`config.mk`:
```
export PLATFORM = sky130hd
export DESIGN_NAME = vga_pattern_gen_flat
export DESIGN_NICKNAME = d
export VERILOG_FILES = /design/src/rtl/vga_pattern_gen_if.sv /design/src/rtl/vga_pattern_gen.sv /design/src/flat_wrapper.sv
export SDC_FILE = /design/constraint.sdc
export NUM_CORES = 1
export LEC_CHECK = 0
export ABC_AREA = 1
export CELL_PAD_IN_SITES_DETAIL_PLACEMENT = 1
export CELL_PAD_IN_SITES_GLOBAL_PLACEMENT = 1
export CORE_UTILIZATION = 48
export DETAILED_ROUTE_END_ITERATION = 8
export DONT_BUFFER_PORTS = 1
export GPL_ROUTABILITY_DRIVEN = 0
export GPL_TIMING_DRIVEN = 0
export PLACE_DENSITY_LB_ADDON = 0.1
export SYNTH_ARGS = -nofsm -noshare
export SYNTH_HDL_FRONTEND = slang
export SYNTH_SLANG_ARGS = --single-unit
```
`constraint.sdc`:
```
create_clock -name clk -period 2.9 [get_ports clk]
set_input_delay 0.29 -clock clk [delete_from_list [all_inputs] [get_ports clk]]
set_output_delay 0.29 -clock clk [all_outputs]
set_load 0.05 [all_outputs]
```
`src/rtl/vga_pattern_gen_if.sv`:
```
// ---------------------------------------------------------------------------
// vga_pattern_gen_if
// Signal bundle between the VGA timing path and the pattern generator.
//   h_display / v_display : visible-window flags from the timing generators
//   mode                  : pattern select (0 solid, 1 bars, 2 checker, 3 box)
//   R_in / G_in / B_in    : 2-bit switch colour
//   R / G / B             : registered 4-bit pixel colour towards the DAC
//   x / y                 : current pixel coordinate
// Modports:
//   master : the pattern generator (pixel source)
//   slave  : the surrounding logic that drives timing/switches and takes pixels
// ---------------------------------------------------------------------------
interface vga_pattern_gen_if;
    logic       h_display;
    logic       v_display;
    logic [1:0] mode;
    logic [1:0] R_in;
    logic [1:0] G_in;
    logic [1:0] B_in;
    logic [3:0] R;
    logic [3:0] G;
    logic [3:0] B;
    logic [9:0] x;
    logic [8:0] y;

    modport master (
        input  h_display, v_display, mode, R_in, G_in, B_in,
        output R, G, B, x, y
    );

    modport slave (
        output h_display, v_display, mode, R_in, G_in, B_in,
        input  R, G, B, x, y
    );
endinterface

```
`src/rtl/vga_pattern_gen.sv`:
```
// ---------------------------------------------------------------------------
// vga_pattern_gen
// Pixel source for the VGA path. Tracks the pixel coordinate from the
// h_display/v_display window flags and produces registered 4-bit R/G/B for
// one of four patterns: solid switch colour, eight colour bars, a 32-pixel
// checkerboard, or a box that bounces by STEP pixels per frame.
// Ports:
//   clk     : pixel clock, all state on the rising edge
//   reset_n : asynchronous active-low reset
//   vga     : vga_pattern_gen_if.master (timing flags, mode, switches in;
//             colour and coordinate out)
// Colour output is one clk behind de/x/y, so the surrounding top level
// delays its sync pulses by one clk to stay aligned.
// ---------------------------------------------------------------------------
module vga_pattern_gen #(
    parameter int H_ACTIVE = 640,
    parameter int V_ACTIVE = 480,
    parameter int BOX      = 32,
    parameter int STEP     = 2
) (
    input  logic              clk,
    input  logic              reset_n,
    vga_pattern_gen_if.master vga
);
    localparam int BAR_W = H_ACTIVE / 8;
    localparam int SUB_W = (BAR_W > 1) ? $clog2(BAR_W) : 1;

    localparam logic [9:0]       X_MAX   = 10'(H_ACTIVE - 1);
    localparam logic [8:0]       Y_MAX   = 9'(V_ACTIVE - 1);
    localparam logic [SUB_W-1:0] SUB_MAX = SUB_W'(BAR_W - 1);
    // Box arithmetic is 11 bits wide so bx+STEP and bx+BOX cannot overflow.
    localparam logic [10:0]      BX_MAX  = 11'(H_ACTIVE - BOX);
    localparam logic [10:0]      BY_MAX  = 11'(V_ACTIVE - BOX);
    localparam logic [10:0]      STEP_W  = 11'(STEP);
    localparam logic [10:0]      BOX_W   = 11'(BOX);

    typedef enum logic {RIGHT = 1'b0, LEFT = 1'b1} x_dir_e;
    typedef enum logic {DOWN  = 1'b0, UP   = 1'b1} y_dir_e;

    logic             h_prev_reg;
    logic             v_prev_reg;
    logic             de;
    logic             h_fall;
    logic             frame_evt;

    logic [9:0]       x_reg;
    logic [8:0]       y_reg;
    logic [SUB_W-1:0] sub_reg;
    logic [2:0]       bar_reg;

    logic [1:0]       mode_q_reg;
    logic [1:0]       mode_q_next;
    logic [10:0]      bx_reg;
    logic [10:0]      bx_next;
    logic [10:0]      by_reg;
    logic [10:0]      by_next;
    x_dir_e           dir_x_reg;
    x_dir_e           dir_x_next;
    y_dir_e           dir_y_reg;
    y_dir_e           dir_y_next;

    logic [11:0]      rgb_reg;
    logic [11:0]      rgb_next;
    logic [11:0]      solid_rgb;
    logic             in_box;

    assign de        = vga.h_display & vga.v_display;
    assign h_fall    = h_prev_reg & ~vga.h_display;
    assign frame_evt = v_prev_reg & ~vga.v_display;

    // ---------------- switch colour expansion {v,v} ----------------
    logic [1:0] sw    [3];
    logic [3:0] solid [3];

    assign sw[0] = vga.R_in;
    assign sw[1] = vga.G_in;
    assign sw[2] = vga.B_in;

    generate
        for (genvar gi = 0; gi < 3; gi++) begin : g_expand
            assign solid[gi] = {sw[gi], sw[gi]};
        end
    endgenerate

    assign solid_rgb = {solid[0], solid[1], solid[2]};

    // ---------------- coordinate and bar counters ----------------
    always_ff @(posedge clk or negedge reset_n) begin
        if (!reset_n) begin
            h_prev_reg <= 1'b0;
            v_prev_reg <= 1'b0;
            x_reg      <= '0;
            y_reg      <= '0;
            sub_reg    <= '0;
            bar_reg    <= '0;
        end else begin
            h_prev_reg <= vga.h_display;
            v_prev_reg <= vga.v_display;

            // x and the bar counters share the same clear/advance conditions
            // so the bar index is always aligned with x.
            if (!vga.h_display) begin
                x_reg   <= '0;
                sub_reg <= '0;
                bar_reg <= '0;
            end else if (de) begin
                if (x_reg != X_MAX)
                    x_reg <= x_reg + 10'd1;
                if (sub_reg == SUB_MAX) begin
                    sub_reg <= '0;
                    // Hold on the last bar if the line runs long.
                    if (bar_reg != 3'd7)
                        bar_reg <= bar_reg + 3'd1;
                end else begin
                    sub_reg <= sub_reg + SUB_W'(1);
                end
            end

            // A v_display drop wins over a coincident line end.
            if (!vga.v_display)
                y_reg <= '0;
            else if (h_fall && y_reg != Y_MAX)
                y_reg <= y_reg + 9'd1;
        end
    end

    // ---------------- frame state: register ----------------
    always_ff @(posedge clk or negedge reset_n) begin
        if (!reset_n) begin
            mode_q_reg <= 2'd0;
            bx_reg     <= '0;
            by_reg     <= '0;
            dir_x_reg  <= RIGHT;
            dir_y_reg  <= DOWN;
        end else begin
            mode_q_reg <= mode_q_next;
            bx_reg     <= bx_next;
            by_reg     <= by_next;
            dir_x_reg  <= dir_x_next;
            dir_y_reg  <= dir_y_next;
        end
    end

    // ---------------- frame state: next state ----------------
    // Everything here moves only on the frame event, so a mode change or
    // box step never shows up part-way through a visible frame.
    always_comb begin
        mode_q_next = mode_q_reg;
        bx_next     = bx_reg;
        by_next     = by_reg;
        dir_x_next  = dir_x_reg;
        dir_y_next  = dir_y_reg;

        if (frame_evt) begin
            mode_q_next = vga.mode;

            if (dir_x_reg == RIGHT) begin
                if (bx_reg + STEP_W >= BX_MAX) begin
                    bx_next    = BX_MAX;
                    dir_x_next = LEFT;
                end else begin
                    bx_next = bx_reg + STEP_W;
                end
            end else begin
                if (bx_reg <= STEP_W) begin
                    bx_next    = '0;
                    dir_x_next = RIGHT;
                end else begin
                    bx_next = bx_reg - STEP_W;
                end
            end

            if (dir_y_reg == DOWN) begin
                if (by_reg + STEP_W >= BY_MAX) begin
                    by_next    = BY_MAX;
                    dir_y_next = UP;
                end else begin
                    by_next = by_reg + STEP_W;
                end
            end else begin
                if (by_reg <= STEP_W) begin
                    by_next    = '0;
                    dir_y_next = DOWN;
                end else begin
                    by_next = by_reg - STEP_W;
                end
            end
        end
    end

    // ---------------- pixel colour: output ----------------
    function automatic logic [11:0] bar_colour(input logic [2:0] idx);
        case (idx)
            3'd0:    return 12'hFFF;  // white
            3'd1:    return 12'hFF0;  // yellow
            3'd2:    return 12'h0FF;  // cyan
            3'd3:    return 12'h0F0;  // green
            3'd4:    return 12'hF0F;  // magenta
            3'd5:    return 12'hF00;  // red
            3'd6:    return 12'h00F;  // blue
            default: return 12'h000;  // black
        endcase
    endfunction

    assign in_box = ({1'b0, x_reg} >= bx_reg) && ({1'b0, x_reg} < bx_reg + BOX_W) &&
                    ({2'b0, y_reg} >= by_reg) && ({2'b0, y_reg} < by_reg + BOX_W);

    always_comb begin
        rgb_next = 12'h000;
        if (de) begin
            case (mode_q_reg)
                2'd0:    rgb_next = solid_rgb;
                2'd1:    rgb_next = bar_colour(bar_reg);
                2'd2:    rgb_next = (x_reg[5] ^ y_reg[5]) ? 12'hFFF : 12'h000;
                default: rgb_next = in_box ? 12'hFFF : solid_rgb;
            endcase
        end
    end

    always_ff @(posedge clk or negedge reset_n) begin
        if (!reset_n)
            rgb_reg <= 12'h000;
        else
            rgb_reg <= rgb_next;
    end

    assign vga.R = rgb_reg[11:8];
    assign vga.G = rgb_reg[7:4];
    assign vga.B = rgb_reg[3:0];
    assign vga.x = x_reg;
    assign vga.y = y_reg;

endmodule

```
`src/flat_wrapper.sv`:
```
// flat-port wrapper written by rule: the top's interface ports become plain ports
module vga_pattern_gen_flat 
#(
    parameter int H_ACTIVE = 640,
    parameter int V_ACTIVE = 480,
    parameter int BOX      = 32,
    parameter int STEP     = 2
)
  (clk, reset_n, vga_h_display, vga_v_display, vga_mode, vga_R_in, vga_G_in, vga_B_in, vga_R, vga_G, vga_B, vga_x, vga_y);
  vga_pattern_gen_if vga_i ();
  input  logic clk;
  input  logic reset_n;
  input wire logic [$bits(vga_i.h_display)-1:0] vga_h_display;
  input wire logic [$bits(vga_i.v_display)-1:0] vga_v_display;
  input wire logic [$bits(vga_i.mode)-1:0] vga_mode;
  input wire logic [$bits(vga_i.R_in)-1:0] vga_R_in;
  input wire logic [$bits(vga_i.G_in)-1:0] vga_G_in;
  input wire logic [$bits(vga_i.B_in)-1:0] vga_B_in;
  output wire logic [$bits(vga_i.R)-1:0] vga_R;
  output wire logic [$bits(vga_i.G)-1:0] vga_G;
  output wire logic [$bits(vga_i.B)-1:0] vga_B;
  output wire logic [$bits(vga_i.x)-1:0] vga_x;
  output wire logic [$bits(vga_i.y)-1:0] vga_y;
  assign vga_i.h_display = vga_h_display;
  assign vga_i.v_display = vga_v_display;
  assign vga_i.mode = vga_mode;
  assign vga_i.R_in = vga_R_in;
  assign vga_i.G_in = vga_G_in;
  assign vga_i.B_in = vga_B_in;
  assign vga_R = vga_i.R;
  assign vga_G = vga_i.G;
  assign vga_B = vga_i.B;
  assign vga_x = vga_i.x;
  assign vga_y = vga_i.y;
  vga_pattern_gen #(.H_ACTIVE(H_ACTIVE), .V_ACTIVE(V_ACTIVE), .BOX(BOX), .STEP(STEP)) u_core (.clk(clk), .reset_n(reset_n), .vga(vga_i));
endmodule
```
## After elaboration in Yosys (flattened, before gate mapping)

Index checks and enable logic that the tools add are counted.
Widths: inputs -> output; s select.

- Logic and storage cells: 90
- Output and inout port bits: 31
- Bits in registers: 69
- Bits of input ports: 12

- Bitwise gates (word level): 6
- $lt $le $gt $ge: 8
- Mux-type cells: 29
- Eq/ne operators: 17
- Reduce and logical (&&, ||, !) cells: 8
- Add/sub/neg operators: 10

Operator list:

| kind | count |
|---|---|
| $pmux 12 s7 | 1 |
| $mux 11 | 6 |
| $mux 12 | 3 |
| $pmux 12 s3 | 1 |
| $mux 10 | 3 |
| $add 11x2->11 const B | 2 |
| $add 11x6->11 const B | 2 |
| $le 11x2->1 const B | 2 |
| $sub 11x2->11 const B | 2 |
| $mux 7 | 3 |
| $mux 9 | 2 |
| $mux 3 | 4 |
| $ge 10x11->1 | 1 |
| $ge 11x10->1 const B | 1 |
| $ge 11x9->1 const B | 1 |
| $ge 9x11->1 | 1 |
| $lt 10x11->1 | 1 |
| $lt 9x11->1 | 1 |
| $add 10x1->10 const B | 1 |
| $ne 10x10->1 const B | 1 |
| $ne 2x1->1 const B | 5 |
| $add 9x1->9 const B | 1 |
| $eq 3x3->1 const B | 3 |
| $ne 9x9->1 const B | 1 |
| 17 further kinds | 29 |

## Logic depth before layout (Yosys ltp)

Gate-level depths: netlist (run 1).

- Word-level depth: 8
- Mapped depth: 16
- Gate-level depth less buffers: 15

## Worst setup path after synthesis (run 1)

OpenSTA, ideal clock, no wires.

- Path type: flip-flop to flip-flop
- From: reg u_core.bx_reg[5]
- To: reg u_core.rgb_reg[10]
- Path slack: 0.888 ns
- Path buffers: 1
- Period minus slack after synthesis: 2.012 ns
- Data arrival time: 1.941 ns
- Stages on the path, launching flop included: 17
- Setup time: 0.071 ns
- Cell sequence: dfrtp_1 > buf_4 > inv_1 > ha_1 > inv_1 > ha_1 > inv_1 > nor2_1 > a21oi_1 > nand2_1 > nand2_1 > nand2_1 > nand2_1 > nand3_1 > nor2_2 > nor2_1 > nor2_1

- Word-level cells in the longest chain between the ends: 8
- Elaborated cells between the ends (all ways): 9

RTL lines:

| what | line | source |
|---|---|---|
| from (decl) | vga_pattern_gen.sv:53 | `logic [10:0] bx_reg;` |
| from (signal assigned) | vga_pattern_gen.sv:137 | `bx_reg <= bx_next;` |
| $add 11x6->11 | vga_pattern_gen.sv:205 | `assign in_box = ({1'b0, x_reg} >= bx_reg) && ({1'b0, x_reg} < bx_reg + BOX_W) &&` |
| $lt 10x11->1 | vga_pattern_gen.sv:205 |  |
| $logic_and 1x1->1 (*) (2 in a row) | vga_pattern_gen.sv:205 |  |
| $logic_and 1x1->1 (*) | vga_pattern_gen.sv:206 | `({2'b0, y_reg} >= by_reg) && ({2'b0, y_reg} < by_reg + BOX_W);` |
| $mux 12 (*) | vga_pattern_gen.sv:215 | `default: rgb_next = in_box ? 12'hFFF : solid_rgb;` |
| $pmux 12 s3 (*) | vga_pattern_gen.sv:211 | `case (mode_q_reg)` |
| $mux 12 (*) | vga_pattern_gen.sv:210 | `if (de) begin` |
| net u_core.rgb_next[10] | vga_pattern_gen.sv:63 | `logic [11:0] rgb_next;` |
| to (signal assigned) | vga_pattern_gen.sv:224 | `rgb_reg <= rgb_next;` |
| to (decl) | vga_pattern_gen.sv:62 | `logic [11:0] rgb_reg;` |

The timed path passes the listed nets; every way through them passes the cells marked *.
A chain may end at the register's enable or synchronous reset.

## Final worst setup path (run 1)

- From: reg u_core.by_reg[5]
- To: reg u_core.rgb_reg[6]

- Word-level cells in the longest chain between the ends: 6
- Elaborated cells between the ends (all ways): 8

RTL lines:

| what | line | source |
|---|---|---|
| from (decl) | vga_pattern_gen.sv:55 | `logic [10:0] by_reg;` |
| from (signal assigned) | vga_pattern_gen.sv:138 | `by_reg <= by_next;` |
| $add 11x6->11 or $ge 9x11->1 (tied branches) | vga_pattern_gen.sv:206 |  |
| $lt 9x11->1 or $logic_and 1x1->1 (tied branches) | vga_pattern_gen.sv:206, vga_pattern_gen.sv:205 |  |
| $logic_and 1x1->1 (*) | vga_pattern_gen.sv:206 |  |
| $mux 12 (*) | vga_pattern_gen.sv:215 |  |
| $pmux 12 s3 (*) | vga_pattern_gen.sv:211 |  |
| $mux 12 (*) | vga_pattern_gen.sv:210 |  |

Every way passes the cells marked *; elsewhere a longest branch is shown, timed or not.

==> results.py, run 1 <==
metrics = {
    "status": {
        "status": "complete, no violations",
    },
    "logic_synthesis": {
        "synth_nets": 714,
        "synth_ff_type": "dfrtp_1",
        "synth-seq-cells": 61,
        "ys_async_sr_fraction_pct": 100,
        "synth_most_common_cell": "nand2_1",
        "synth_cells": 657,
        "yosysWarnings": 0,
        "ys_top_cells_by_area": "dfrtp_1, ha_1, nand2_1",
        "yosysTopAreaCell": "dfrtp_1",
        "netlist_area_um2": 4840,
        "synth_cell_type_count": 42,
        "synth_edf_count": 0,
        "ys_seq_area_share_pct": 31.5,
        "syn-mean-instance-area_um2": 7.37,
        "synth_top_area_share_pct": 31.5,
        "synth_commonest_cells": "nand2_1, inv_1, nor2_1, dfrtp_1, ha_1",
    },
    "critical_path": {
        "worstPathRequired_ps": 3180,
        "timing.critical_path.max_delay_family": "simple AND/OR/NAND/NOR gates",
        "criticalPathCategory": "reg -> reg",
        "cp_max_fo": 8,
        "cp_common_cell": "nand2_1",
        "crit_slowest_cell": "dfrtp_1",
        "crit_arrival_ps": 2740,
        "end_kind": "flip-flop",
        "max_stage_delay_ps": 400,
        "crit_path_start_kind": "flip-flop",
        "r2r_cells": 16,
        "cp.depth": 16,
        "path_cells": "buf_4 -> inv_1 -> ha_1 -> inv_1 -> ha_1 -> inv_1 -> nor2_1 -> nand2_1 -> nand2_1 -> nand2_1 -> nand2_1 -> nand2_1 -> nand2_1 -> nor2_2 -> nor2_1 -> nor2_1",
        "worstPathBufferInverterCount": 4,
    },
    "grt": {
        "track_usage_pct": 28.2,
        "grt_overflow_total": 0,
        "grt_pass1_wl_um": 22500,
        "grt_max_degree": 62,
        "grt_pass1_vias": 4636,
        "antenna_found_initial": 0,
    },
    "floorplanning": {
        "placementRows": 36,
        "dieArea_um2": 10500,
        "die_h_um": 102,
        "dieWidth_um": 102,
        "start_util_pct": 49.5,
        "io_pins": 43,
        "core_um2": 9770,
    },
    "clocking": {
        "cts.sinks": 61,
        "clockBufferDepth": 2,
        "cts_buffers": 9,
        "clkLatencyLatePin_ps": 360,
        "htreeDepth": 3,
        "cts.clk_slew.worst_paths_ps": 80,
        "post_cts_buffers": 0,
        "cts_resized": 0,
        "cts-root-buf": "clkbuf_8",
        "cts_tree": "done",
        "ctsHoldBuffers": 4,
    },
    "route": {
        "dr.pass1.iters": 4,
        "via_count": 4462,
        "wl_per_cell_um": 16.9,
        "wl_um": 13700,
        "drt_iter0_drc": 132,
        "drc": 0,
        "vias_per_cell": 5.51,
        "final_antenna_net_count": 0,
    },
    "pwr": {
        "peakVddDrop_mv": 0.398,
        "p_int_mw": 2.06,
        "power_frac_clock_pct": 20.3,
        "power_mw": 3.93,
        "p_switching_mw": 1.87,
        "leakage_nw": 2.62,
        "p_sw_share_pct": 47.6,
        "cellPowerDensity_nw_per_um2": 746,
        "combPwrFrac_pct": 46.6,
        "pwr-share-seq_pct": 33.0,
    },
    "sta": {
        "period_share_pct": 85.0,
        "finalClockSkew_ps": 7.55,
        "finalMaxSlewViolations": 0,
        "clock.fmax_ghz": 0.406,
        "setup_viol": 0,
        "finalHoldViolations": 0,
        "final.setup.worst_slack_ps": 436,
        "min_period_ps": 2460,
        "rsz0062_at_grt": "no",
        "slew_headroom_pct": 43.8,
        "tightestPinTransition_ps": 843,
        "finalSetupTns_ps": 0,
    },
    "cells_and_area": {
        "drive_gt1_share_pct": 11.4,
        "diodes": 0,
        "num-nets-final": 729,
        "syn_to_final_growth_pct": 8.74,
        "final_area_um2": 5260,
    },
    "placement": {
        "dp_slack_ps": 463,
        "io_buffers": 0,
        "place_hpwl_um": 10300,
        "placed_cell_area_um2": 5010,
    },
    "flow_run": {
        "maxCapViolations": 0,
    },
    "hold_path": {
        "whs_path_depth": 2,
        "hold_path_class": "in -> reg",
    },
}
[worst register-to-register path: stages, from the launching register on]
cell and delay [ps]:
dfrtp_1 400, buf_4 180, inv_1 130, ha_1 300, inv_1 40, ha_1 300
inv_1 70, nor2_1 40, nand2_1 70, nand2_1 70, nand2_1 60, nand2_1 50
nand2_1 120, nand2_1 80, nor2_2 240, nor2_1 80, nor2_1 140
[kinds of logic (layout without fill, tap and decap cells)]
kind of cell	after synthesis	count (layout)	synth area share, %
AND/OR/NAND/NOR	299	299	28.2
flip-flops	61	61	31.5
adder cells (fa/ha/maj)	45	45	11.6
XOR/XNOR	29	29	5.40
AO/OA/AOI/OAI	114	114	13.8
buffers and inverters	109	129	9.51
[worst paths after layout]
| kind | startpoint | end | slack, ps |
|---|---|---|---|
| worst max-delay path | u_core.by_reg[5] | u_core.rgb_reg[6] | 440 |
| worst min-delay path | vga_mode[0] | u_core.mode_q_reg[0] | 60 |
| worst max register to register | u_core.by_reg[5] | u_core.rgb_reg[6] | 440 |
| worst min register to register | u_core.sub_reg[1] | u_core.sub_reg[1] | 570 |
| max in group asynchronous | reset_n | u_core.bx_reg[7] | 2140 |
| min in group asynchronous | reset_n | u_core.by_reg[5] | 470 |
[layout make-up]
type                    count  area [um2]
multi-input cells         487        2850
repair buffers              4        57.6
well taps                 133         166
clock inverters             7        75.1
plain buffers              22         134
flip-flops and latches     61        1530
fillers                  1275        4510
inverters                  87         327
clock buffers               9         124
[per-layer routing]
layer	wire length, um	vias to the layer above	GRT usage (%)
met5	0	-	0
met4	191	0	10.3
met3	354	17	3.97
met2	6840	55	49.1
met1	6280	2214	35.6
li1	-	2176	-
[metrics by stage]
stage | hold slack (ps) | instances | utilization [%]
finish | 56.2 | 810 | 53.9
floorplan | -5.59 | 657 | -
global placement | -2.90 | 790 | 51.2
global route | 57.9 | 810 | 53.9
CTS | 47.9 | 810 | 53.9
detailed placement | -3.21 | 790 | 51.2
[placed cells by master, fill, tap and decap left out, types with 8 or more instances in the layout]
master      n
xor2_1     26
nor2_1     79
dfrtp_1    61
nand4_1    14
a21oi_1    44
ha_1       45
buf_4      12
nand2_1   123
or2_2       8
inv_1      82
nor3_1     12
nand3_1    37
clkbuf_8    9
o21ai_0    38
[power groups by stage]
stage	clock, mW	sequential (mW)	combinational (mW)
2_1_floorplan	0	1.25	1.41
3_3_place_gp	0	1.30	1.69
3_5_place_dp	0	1.31	1.79
4_1_cts	0.810	1.30	1.83
5_1_grt	0.852	1.32	2.09
6_report	0.799	1.30	1.83
(Power assumes the default switching activity.)
==> run 2, diff against run 1 <==
CORE_UTILIZATION = 43   (was 48)
clock period = 2.2 ns   (was 2.9 ns; I/O delays follow)
==> run 2 against run 1 <==
Net effect:
- via count rose by 1.5%
- critical endpoint unchanged
- highest routed layer unchanged
- first-iteration DRC count rose by 35%
- sequential power rose by 33%
==> results.py, run 2 (synthesis results as in run 1) <==
metrics = {
    "cells_and_area": {
        "final_common_cell": "nand2_1",
        "num-nets-final": 739,
        "fin_cells": 827,
        "diodes": 0,
        "syn_to_final_growth_pct": 14.9,
        "layout_common_cells": "nand2_1, nor2_1, inv_1",
        "final_area_um2": 5560,
        "drive_gt1_share_pct": 18.2,
    },
    "floorplanning": {
        "placementRows": 38,
        "core_um2": 10900,
        "die_h_um": 108,
        "start_util_pct": 44.5,
        "dieArea_um2": 11700,
        "dieWidth_um": 108,
        "io_pins": 43,
    },
    "grt": {
        "grt_max_degree": 62,
        "antenna_found_initial": 0,
        "grt_overflow_total": 0,
        "grt_pass1_vias": 4678,
        "grt_pass1_wl_um": 23000,
        "track_usage_pct": 25.7,
    },
    "pwr": {
        "peakVddDrop_mv": 0.482,
        "leakage_nw": 2.68,
        "cellPowerDensity_nw_per_um2": 1030,
    },
    "status": {
        "status": "complete, no violations",
    },
    "critical_path": {
        "r2r_setup_slack_ps": 50,
        "path_cells": "buf_6 -> inv_6 -> ha_4 -> inv_2 -> ha_4 -> inv_2 -> nor2_1 -> a21oi_1 -> nand2_1 -> nand2_1 -> nand2_1 -> nand2_1 -> nand3_2 -> nor2_4 -> nor2_1 -> nor2_1",
        "crit_path_start_kind": "flip-flop",
        "crit_slowest_cell": "dfrtp_1",
        "r2r_start": "u_core.bx_reg[5]",
        "end_kind": "flip-flop",
        "r2r_cells": 16,
        "r2r-end": "u_core.rgb_reg[6]",
        "crit_arrival_ps": 2430,
        "worstPathRequired_ps": 2480,
        "worstPathBufferInverterCount": 4,
        "cp_max_fo": 6,
        "max_stage_delay_ps": 410,
        "cp_common_cell": "nand2_1",
        "timing.critical_path.max_delay_family": "simple AND/OR/NAND/NOR gates",
        "criticalPathCategory": "reg -> reg",
    },
    "hold_path": {
        "hp-start": "vga_v_display",
        "hold_path_class": "in -> reg",
        "whs_path_depth": 2,
        "holdPathEnd": "u_core.vga.y[7]",
    },
    "route": {
        "vias_per_cell": 5.48,
        "drt_iter0_drc": 178,
        "final_antenna_net_count": 0,
        "wl_um": 14500,
        "via_count": 4528,
        "drc": 0,
        "dr.pass1.iters": 4,
        "wl_per_cell_um": 17.5,
    },
    "sta": {
        "finalClockSkew_ps": 8.41,
        "min_period_ps": 2150,
        "slew_headroom_pct": 50.5,
        "setup_viol": 0,
        "clock.fmax_ghz": 0.465,
        "period_share_pct": 97.7,
        "whs_ps": 50.5,
        "finalSetupTns_ps": 0,
        "tightestPinTransition_ps": 742,
        "finalMaxSlewViolations": 0,
        "finalHoldViolations": 0,
        "rsz0062_at_grt": "yes",
    },
    "clocking": {
        "htreeDepth": 3,
        "cts_tree": "done",
        "clockBufferDepth": 2,
        "cts-root-buf": "clkbuf_8",
        "cts_buffers": 9,
        "cts.sinks": 61,
        "clkLatencyLatePin_ps": 360,
        "cts.clk_slew.worst_paths_ps": 80,
    },
    "placement": {
        "place_hpwl_um": 10400,
        "io_buffers": 0,
        "placed_cell_area_um2": 5020,
        "placed_cells": 797,
    },
    "flow_run": {
        "maxCapViolations": 0,
    },
}
-- run 2: cell types whose count changed in the layout (fill, tap and decap cells not counted), sizes merged --
cell         change
clkinv           +1
buf              +8
dlygate4sd3      +2
clkbuf           +1
clkinvlp         -1
bufinv           +1
inv              -2
-- run 2: worst max path at each step --
| stage | from | to | slack [ps] | cells after the start |
|---|---|---|---|---|
| after floorplan | u_core.bx_reg[5] | u_core.rgb_reg[10] | 190 | 16 |
| after global placement | u_core.bx_reg[5] | u_core.rgb_reg[7] | -190 | 16 |
| after detailed placement | u_core.by_reg[5] | u_core.rgb_reg[6] | -240 | 16 |
| after CTS | u_core.by_reg[5] | u_core.rgb_reg[6] | 9 | 16 |
| after global routing | u_core.bx_reg[6] | u_core.rgb_reg[6] | -80 | 12 |
| final | u_core.bx_reg[5] | u_core.rgb_reg[6] | 50 | 16 |
-- run 2: what timing repair did --
| item | 4_1_cts | 5_1_grt |
|---|---|---|
| hold buffers | 6 | 0 |
| buffers inserted | 7 | 1 |
| gates resized for setup | 21 | 31 |
| pin swaps | 3 | 9 |
| endpoints found under the hold margin | 65 | 0 |
| endpoints found under the setup margin | 13 | 18 |
-- run 2: area by class of cell --
type                    count  area (um2)
inverters                  87         335
repair buffers             14         141
fillers                  1376        5330
flip-flops and latches     61        1550
multi-input cells         487        2990
clock buffers              10         138
well taps                 140         175
plain buffers              22         145
clock inverters             6        86.3
-- run 2: per-layer routing --
| layer | track usage [%] | routed length (um) | vias up | share of wire [%] |
|---|---|---|---|---|
| li1 | - | - | 2192 | - |
| met1 | 32.4 | 6520 | 2237 | 45 |
| met2 | 43.8 | 7210 | 74 | 50 |
| met3 | 3.98 | 456 | 25 | 3.2 |
| met4 | 10.1 | 266 | 0 | 1.8 |
| met5 | 0 | 0 | - | 0 |
-- run 2: per-stage QoR --
stage | power (mW) | util [%] | setup WS, ps
floorplan | 3.50 | - | 188
global placement | 3.97 | 46.1 | -194
detailed placement | 4.09 | 46.1 | -241
CTS | 5.49 | 49.8 | 9.27
global route | 6.13 | 51.1 | -78.4
finish | 5.72 | 51.1 | 51.2
-- run 2: power by group --
group / total (mW) / switching, mW / internal, mW
Combinational: 2.80 / 1.75 / 1.05
Sequential: 1.73 / 0.379 / 1.35
Clock: 1.19 / 0.520 / 0.667
Total: 5.72 / 2.65 / 3.06
==> run 3, diff against run 2 <==
GPL_TIMING_DRIVEN = unset   (was 0)
SLEW_MARGIN = 10   (was unset)
==> run 3 against run 2 <==
Net effect:
- global-route usage up 0.53 points
- fmax grew 5.5%
- clock-buffer cell count stayed put
- routed wire length down 1.4%
- worst hold slack got worse by 44 ps
- final cell count up 1.5%
- first-iteration DRC count is 24% lower
- clock power about the same
- via count about the same
- die area stayed put
- largest cell class unchanged
- combinational power is 3% lower
- non-clock buffer count rose by 12
==> results.py, run 3 (synthesis results as in run 1) <==
metrics = {
    "status": {
        "status": "complete, no violations",
    },
    "cells_and_area": {
        "syn_to_final_growth_pct": 14.7,
        "drive_gt1_share_pct": 16.3,
        "final_common_cell": "nand2_1",
        "num-nets-final": 751,
        "diodes": 0,
        "layout_common_cells": "nand2_1, inv_1, nor2_1",
    },
    "sta": {
        "min_period_ps": 2040,
        "finalHoldViolations": 0,
        "setup_viol": 0,
        "clock.fmax_ghz": 0.491,
        "slew_headroom_pct": 73.1,
        "tightestPinTransition_ps": 399,
        "finalSetupTns_ps": 0,
        "period_share_pct": 92.6,
        "finalClockSkew_ps": 9.83,
        "finalMaxSlewViolations": 0,
        "whs_ps": 6.71,
    },
    "grt": {
        "grt_overflow_total": 0,
        "grt_pass1_vias": 4734,
        "antenna_found_initial": 0,
        "track_usage_pct": 26.2,
        "grt_pass1_wl_um": 23500,
        "grt_max_degree": 62,
    },
    "pwr": {
        "leakage_nw": 2.77,
        "pwr-share-seq_pct": 29.4,
        "cellPowerDensity_nw_per_um2": 999,
        "combPwrFrac_pct": 49.1,
        "p_int_mw": 2.99,
        "p_switching_mw": 2.55,
        "power_mw": 5.54,
        "power_frac_clock_pct": 21.5,
        "p_sw_share_pct": 46.1,
        "peakVddDrop_mv": 0.454,
    },
    "clocking": {
        "cts.sinks": 61,
        "cts_buffers": 9,
        "cts-root-buf": "clkbuf_8",
        "cts_tree": "done",
        "cts.clk_slew.worst_paths_ps": 80,
        "htreeDepth": 3,
        "clockBufferDepth": 2,
        "clkLatencyLatePin_ps": 370,
    },
    "floorplanning": {
        "core_um2": 10900,
        "io_pins": 43,
        "dieWidth_um": 108,
        "start_util_pct": 44.5,
        "dieArea_um2": 11700,
        "placementRows": 38,
        "die_h_um": 108,
    },
    "hold_path": {
        "whs_path_depth": 2,
        "hold_path_class": "in -> reg",
        "holdPathEnd": "u_core.vga.y[1]",
        "hp-start": "vga_v_display",
    },
    "route": {
        "wl_per_cell_um": 17.0,
        "wl_met1_um": 6620,
        "drc": 0,
        "vias_per_cell": 5.40,
        "drt_iter0_drc": 136,
        "dr.max_layer_used": "met4",
        "wl_um": 14200,
        "met3WireLength_um": 456,
        "dr.pass1.iters": 4,
        "final_antenna_net_count": 0,
        "via_count": 4531,
        "met2_length_um": 6850,
    },
    "placement": {
        "io_buffers": 0,
        "place_hpwl_um": 10600,
    },
    "critical_path": {
        "criticalPathCategory": "reg -> reg",
        "timing.critical_path.from": "u_core.by_reg[5]",
        "r2r-end": "u_core.rgb_reg[9]",
        "cp_common_cell": "nand2_1",
        "worstPathRequired_ps": 2500,
        "crit_arrival_ps": 2340,
        "max_stage_delay_ps": 440,
        "r2r_setup_slack_ps": 160,
        "path_cells": "ha_1 -> xnor2_1 -> ha_1 -> nand2_1 -> inv_1 -> nand2_1 -> nand2_1 -> nand2_1 -> nand2_1 -> nor2_4 -> nor2_1 -> nor2_1",
        "crit_slowest_cell": "dfrtp_2",
        "cp_max_fo": 6,
        "r2r_cells": 12,
        "end_kind": "flip-flop",
        "crit_path_start_kind": "flip-flop",
        "r2r_start": "u_core.by_reg[5]",
    },
    "flow_run": {
        "maxCapViolations": 0,
    },
}
==> run 3: area by class of cell <==
cell class	count	area, um2
clock buffers	10	138
fillers	1379	5340
well taps	140	175
inverters	87	327
multi-input cells	487	2900
clock inverters	6	86.3
flip-flops and latches	61	1530
repair buffers	48	393
==> run 3: how the worst max path moves through the flow <==
stage | to | slack, ps | depth (start not counted)
final | u_core.rgb_reg[9] | 160 | 12
after global routing | u_core.rgb_reg[9] | -10 | 15
after global placement | u_core.rgb_reg[3] | 160 | 15
after CTS | u_core.rgb_reg[2] | 40 | 15
after detailed placement | u_core.rgb_reg[2] | 50 | 15
after floorplan | u_core.rgb_reg[10] | 190 | 16
==> run 3: worst max-delay path, delay by kind of cell, from the launching register on <==
kind / cells / cell delay [ps]
simple gates: 8 / 680
xor+xnor: 1 / 270
flops: 1 / 440
buf+inv: 1 / 30
fa+ha+maj: 2 / 540
==> run 3: through the flow <==
step	util, %	std cells	area, um2	setup slack [ps]
floorplan	-	657	4840	188
global placement	47.5	814	5170	163
detailed placement	47.5	814	5170	53.6
CTS	50.3	836	5480	42.5
global route	51.0	839	5550	-10.9
finish	51.0	839	5550	162
==> run 3: routing by layer <==
metal | vias up | GRT usage (%)
met5 | - | 0
met4 | 0 | 10.5
met3 | 20 | 4.94
met2 | 62 | 43.6
met1 | 2226 | 33.3
li1 | 2223 | -
==> run 3: repair_timing <==
item,in CTS,in global routing
resized for setup,0,13
setup endpoints to repair,0,6
endpoints found under the hold margin,77,0
hold buffers,6,0
setup buffers,0,3
==> run 3: power groups by stage <==
stage	logic (mW)	clock network (mW)	registers [mW]
global route	3.07	1.25	1.66
detailed placement	2.56	0	1.64
finish	2.72	1.19	1.63
CTS	2.62	1.22	1.62
floorplan	1.86	0	1.65
global placement	2.43	0	1.62
